`src/rtl/data_mem_responder.sv`:
```
// Data-memory responder for the core's memory stage: word RAM plus LED, timer and
// status/control registers, with zero-latency reads and a sticky bus-error flag.
module data_mem_responder #(
  parameter int DATA_WIDTH = 32,
  parameter int ADDR_WIDTH = 32,
  parameter int RAM_DEPTH  = 64
) (
  input  logic                  clk,
  input  logic                  rst,
  input  logic                  MemRead,
  input  logic                  MemWrite,
  input  logic [ADDR_WIDTH-1:0] RWAddress,
  input  logic [DATA_WIDTH-1:0] WriteData,
  output logic [DATA_WIDTH-1:0] MemData,
  output logic [7:0]            Leds,
  output logic                  TimerIrq,
  output logic                  BusErr
);

  localparam int IDX_WIDTH = $clog2(RAM_DEPTH);

  localparam logic [ADDR_WIDTH-1:0] RAM_BASE    = ADDR_WIDTH'(32'h1001_0000);
  localparam logic [ADDR_WIDTH-1:0] RAM_MASK    = ADDR_WIDTH'(4 * RAM_DEPTH - 1);
  localparam logic [ADDR_WIDTH-1:0] LED_ADDR    = ADDR_WIDTH'(32'h1002_0000);
  localparam logic [ADDR_WIDTH-1:0] TCNT_ADDR   = ADDR_WIDTH'(32'h1002_0004);
  localparam logic [ADDR_WIDTH-1:0] TCMP_ADDR   = ADDR_WIDTH'(32'h1002_0008);
  localparam logic [ADDR_WIDTH-1:0] STATUS_ADDR = ADDR_WIDTH'(32'h1002_000C);
  localparam logic [ADDR_WIDTH-1:0] CTRL_ADDR   = ADDR_WIDTH'(32'h1002_0010);

  logic [DATA_WIDTH-1:0] ram [RAM_DEPTH];
  logic [7:0]            ledReg;
  logic [DATA_WIDTH-1:0] tcnt;
  logic [DATA_WIDTH-1:0] tcmp;
  logic [1:0]            status;
  logic [1:0]            ctrl;

  logic                 hitRam, hitLed, hitTcnt, hitTcmp, hitStatus, hitCtrl;
  logic                 mapped, misaligned, accessOn, illegal;
  logic                 legalRead, legalWrite;
  logic                 timerMatch;
  logic [1:0]           statusSet, statusClr;
  logic [IDX_WIDTH-1:0] ramIdx;

  // The RAM window is aligned to its own size, so masking the offset bits decodes it.
  always_comb begin
    hitRam     = (RWAddress & ~RAM_MASK) == RAM_BASE;
    hitLed     = RWAddress == LED_ADDR;
    hitTcnt    = RWAddress == TCNT_ADDR;
    hitTcmp    = RWAddress == TCMP_ADDR;
    hitStatus  = RWAddress == STATUS_ADDR;
    hitCtrl    = RWAddress == CTRL_ADDR;
    mapped     = hitRam | hitLed | hitTcnt | hitTcmp | hitStatus | hitCtrl;
    misaligned = RWAddress[1:0] != 2'b00;
    accessOn   = MemRead | MemWrite;
    illegal    = accessOn & (misaligned | ~mapped | (MemRead & MemWrite));
    legalRead  = MemRead & ~illegal;
    legalWrite = MemWrite & ~illegal;
    ramIdx     = RWAddress[IDX_WIDTH+1:2];
    timerMatch = ctrl[0] & (tcnt == tcmp);
    statusSet  = {illegal, timerMatch};
    statusClr  = (legalWrite & hitStatus) ? WriteData[1:0] : 2'b00;
  end

  always_comb begin
    MemData = '0;
    if (legalRead) begin
      if (hitRam)         MemData = ram[ramIdx];
      else if (hitLed)    MemData = DATA_WIDTH'(ledReg);
      else if (hitTcnt)   MemData = tcnt;
      else if (hitTcmp)   MemData = tcmp;
      else if (hitStatus) MemData = DATA_WIDTH'(status);
      else if (hitCtrl)   MemData = DATA_WIDTH'(ctrl);
    end
  end

  always_ff @(posedge clk) begin
    if (!rst && legalWrite && hitRam) ram[ramIdx] <= WriteData;
  end

  always_ff @(posedge clk) begin
    if (rst) begin
      ledReg <= '0;
      tcnt   <= '0;
      tcmp   <= '0;
      status <= '0;
      ctrl   <= '0;
    end else begin
      if (legalWrite && hitLed)  ledReg <= WriteData[7:0];
      if (legalWrite && hitTcmp) tcmp   <= WriteData;
      if (legalWrite && hitCtrl) ctrl   <= WriteData[1:0];
      // Software writes to the counter override both increment and match wrap.
      if (legalWrite && hitTcnt) tcnt <= WriteData;
      else if (ctrl[0])          tcnt <= timerMatch ? '0 : tcnt + DATA_WIDTH'(1);
      status <= (status & ~statusClr) | statusSet;
    end
  end

  assign Leds     = ledReg;
  assign TimerIrq = status[0] & ctrl[1];
  assign BusErr   = status[1];

endmodule

```
`config.mk`:
```
export PLATFORM = sky130hd
export DESIGN_NAME = data_mem_responder
export DESIGN_NICKNAME = d
export VERILOG_FILES = /design/src/rtl/data_mem_responder.sv
export SDC_FILE = /design/constraint.sdc
export NUM_CORES = 2
export LEC_CHECK = 0
export CAP_MARGIN = 20
export CELL_PAD_IN_SITES_DETAIL_PLACEMENT = 1
export CELL_PAD_IN_SITES_GLOBAL_PLACEMENT = 1
export CORE_ASPECT_RATIO = 0.5
export CORE_MARGIN = 3
export CORE_UTILIZATION = 45
export DETAILED_ROUTE_END_ITERATION = 16
export GPL_TIMING_DRIVEN = 0
export PLACE_DENSITY_LB_ADDON = 0.1
export SLEW_MARGIN = 10
export SYNTH_ARGS = -nofsm -noshare
export SYNTH_HDL_FRONTEND = slang
export SYNTH_SLANG_ARGS = --single-unit
export TNS_END_PERCENT = 50
```
`constraint.sdc`:
```
create_clock -name clk -period 12.75 [get_ports clk]
set_input_delay 3.825 -clock clk [delete_from_list [all_inputs] [get_ports clk]]
set_output_delay 3.825 -clock clk [all_outputs]
set_load 0.01 [all_outputs]
```
==> results.toml <==
[synth]
netlist_instances = 4190
avgSynthCellArea_sq_um = 19.9
synth_seq_cells = 2124
syn_nets = 4259
yosysUniqueCellTypes = 68
async_reset_ff_share_pct = 0
synth-seq-area-share_pct = 75.4
synth.most_common_cell = "edfxtp_1"
netlist_area_sq_um = 83600
synth_edf_count = 2048
yosysTopAreaCell = "edfxtp_1"
synthTopCellsByCount = "edfxtp_1 (2048), mux4_2 (487), nand2_1 (319)"
yosysWarnings = 0
synthTopCellsByArea = "edfxtp_1 (74%), mux4_2 (13%), dfxtp_1 (1.8%), nand2_1 (1.4%), mux4_1 (1.1%)"
synth_ff_type = "edfxtp_1"
netlist.area_leader.share_pct = 73.6

[drt]
route.detailed.drc = 0
dr.pass1.iters = 6
vias_per_cell = 6.70
final_antenna_net_count = 0
vias = 48900
drt-initial-drc-count = 9242
routed_wl_um = 312000
routedWlPerCell_um = 42.8

[cells_and_area]
final_cells = 7299
nNetsFinal = 4729
area_growth_pct = 16.8
final_util_pct = 53.1
drive_gt1_share_pct = 24.6
fillCellCount = 16200
register_area_sq_um = 63000
multi_input_area_sq_um = 19500

[floorplan]
num_rows = 111
die-area_sq_um = 191000
dieHeight_um = 311
core_area_sq_um = 184000
start_util_pct = 45.5
die_width_um = 616
io_pins = 110

[grt]
grt_pass1_vias = 47600
grt_usage_pct = 32.3
grt_pass1_wl_um = 417000
grt_overflow = 0
grt_max_degree = 67
antenna_found_initial = 23

[cts]
cts_tree = "done"
ctsHtreeMaxLevel = 4
cts-root-buf = "clkbuf_16"
cts_buffer_depth = 4
hold_buffers = 0
numCtsBuffers = 194
clk_pin_slew_worst_paths_ns = 0.07
clkSinkCount = 2124
clk_latency_ns = 0.85

[timing]
max-slew-margin-rel_pct = -5.58
setup_viol = 2
timing.final.crit_share_pct = 100
min_period_ns = 12.81
slew_viol_final = 1
rsz0062_at_grt = "yes"
fin_skew_ns = 0.0332
max_freq_ghz = 0.0781
fin_ws_ns = -0.0617
final_hold_viol_count = 0
tightestPinTransition_ns = 1.58

[place]
dp_cells = 6933
gp_congestion = 0.923
port_buffers = 104
dpl.hpwl_um = 216000

[worst_setup_path]
cp.required_ns = 8.92
critPathMaxFanout = 10
reg2reg_setup_slack_ns = 9.85
cp.arrival_ns = 8.99
r2r_cells = 9
path_class = "in -> out"
r2r-end = "tcnt[27]"
r2r_start = "tcnt[29]"
crit_path_end_kind = "output port"
cp-start-kind = "input pin"

[outcome]
violations = "slew limit, setup timing"
status = "finished, violations left"

[power]
power.leakage_nw = 30.5
ir_drop_mv = 0.0971
p_per_area_nw_per_um2 = 146

[hold_path]
hp-class = "reg -> reg"
worstHoldStart = "tcmp[24]"
min_to = "tcmp[24]"
holdPathStages = 2

[run]
max_cap_viol_count = 0
## how the worst max path moves through the flow
| stage | depth (start not counted) | from | to | slack (ns) |
|---|---|---|---|---|
| after global placement | 10 | RWAddress[3] | MemData[10] | -0.32 |
| after global routing | 11 | RWAddress[4] | MemData[10] | -0.004 |
| after detailed placement | 9 | RWAddress[18] | MemData[15] | -0.14 |
| after floorplan | 9 | RWAddress[2] | MemData[12] | 3.25 |
| final | 12 | RWAddress[4] | MemData[18] | -0.06 |
| after CTS | 10 | RWAddress[6] | MemData[6] | 0.03 |
## cell families after synthesis
logic type,synth area share [%]
fa+ha+maj,0.0150
xor+xnor,0.492
flops,75.4
simple gates,4.22
buf+inv,1.90
compound gates,3.16
mux,14.8
## final cells by class
type	instances	area share, %
sequential	2124	64.6
multi-input combinational	1797	20.0
clock buffer	243	5.29
timing repair buffer	274	4.53
tap	2486	3.19
buffer	257	1.60
clock inverter	100	0.827
inverter	12	0.0461
antenna	6	0.0154
## placed cells by master (no fill, tap or decap), types with 41 or more instances in the layout
| cell | instances |
|---|---|
| buf_2 | 86 |
| nand3_1 | 56 |
| clkinv_1 | 55 |
| a31oi_1 | 73 |
| dfxtp_1 | 76 |
| clkdlybuf4s50_1 | 72 |
| edfxtp_1 | 2048 |
| clkbuf_16 | 198 |
| nor2_1 | 162 |
| o22ai_1 | 59 |
| nor2_4 | 61 |
| buf_12 | 89 |
| nand2_1 | 319 |
| mux4_2 | 487 |
| and2_1 | 63 |
| buf_4 | 66 |
| buf_16 | 51 |
| clkbuf_1 | 121 |
| a21oi_1 | 77 |
| a211oi_1 | 75 |
| mux2i_1 | 41 |
## sequential cells by signal, indices dropped and copies added (netlist names)
| register | flops |
|---|---|
| ram | 2048 |
| tcmp | 32 |
| tcnt | 32 |
| Leds | 8 |
| ctrl | 2 |
| status | 2 |
## power by group
group          switching [mW]  internal, mW  total, mW
Clock                    2.63          3.14       5.78
Combinational           0.574         0.262      0.836
Sequential            0.00155          7.64       7.64
Total                    3.21          11.0       14.3
## timing repair
action,in CTS,in global routing
setup buffers,0,0
pin swaps,0,0
setup endpoints to repair,1,2
gates resized for setup,1,1
## through the flow
stage | cell area (sq um) | power (mW) | setup TNS [ns] | hold slack (ns) | setup slack [ns]
3_3_place_gp | 87700 | 8.57 | -2.33 | 0.460 | -0.317
4_1_cts | 97400 | 14.3 | 0 | 0.485 | 0.0289
2_1_floorplan | 83600 | 8.15 | 0 | 0.440 | 3.25
5_1_grt | 97600 | 14.6 | -0.00368 | 0.506 | -0.00368
6_report | 97600 | 14.3 | -0.120 | 0.491 | -0.0617
3_5_place_dp | 91400 | 8.60 | -0.139 | 0.476 | -0.139
## metal layers
layer	vias up	global-route usage, %	routed length [um]
li1	18200	-	-
met1	26600	47.9	127000
met2	3489	44.5	129000
met3	635	11.1	43500
met4	4	11.0	12400
met5	-	0	21
## critical path, stage by stage
cell	delay [ns]
buf_2	0.25
buf_4	0.27
buf_2	0.46
buf_2	0.63
buf_2	0.48
buf_1	0.58
buf_6	0.26
nor2_1	0.06
nor2_1	0.68
o2111ai_1	0.27
o22ai_1	0.51
clkdlybuf4s50_1	0.66
No activity file was read; power rests on OpenSTA's default activity.
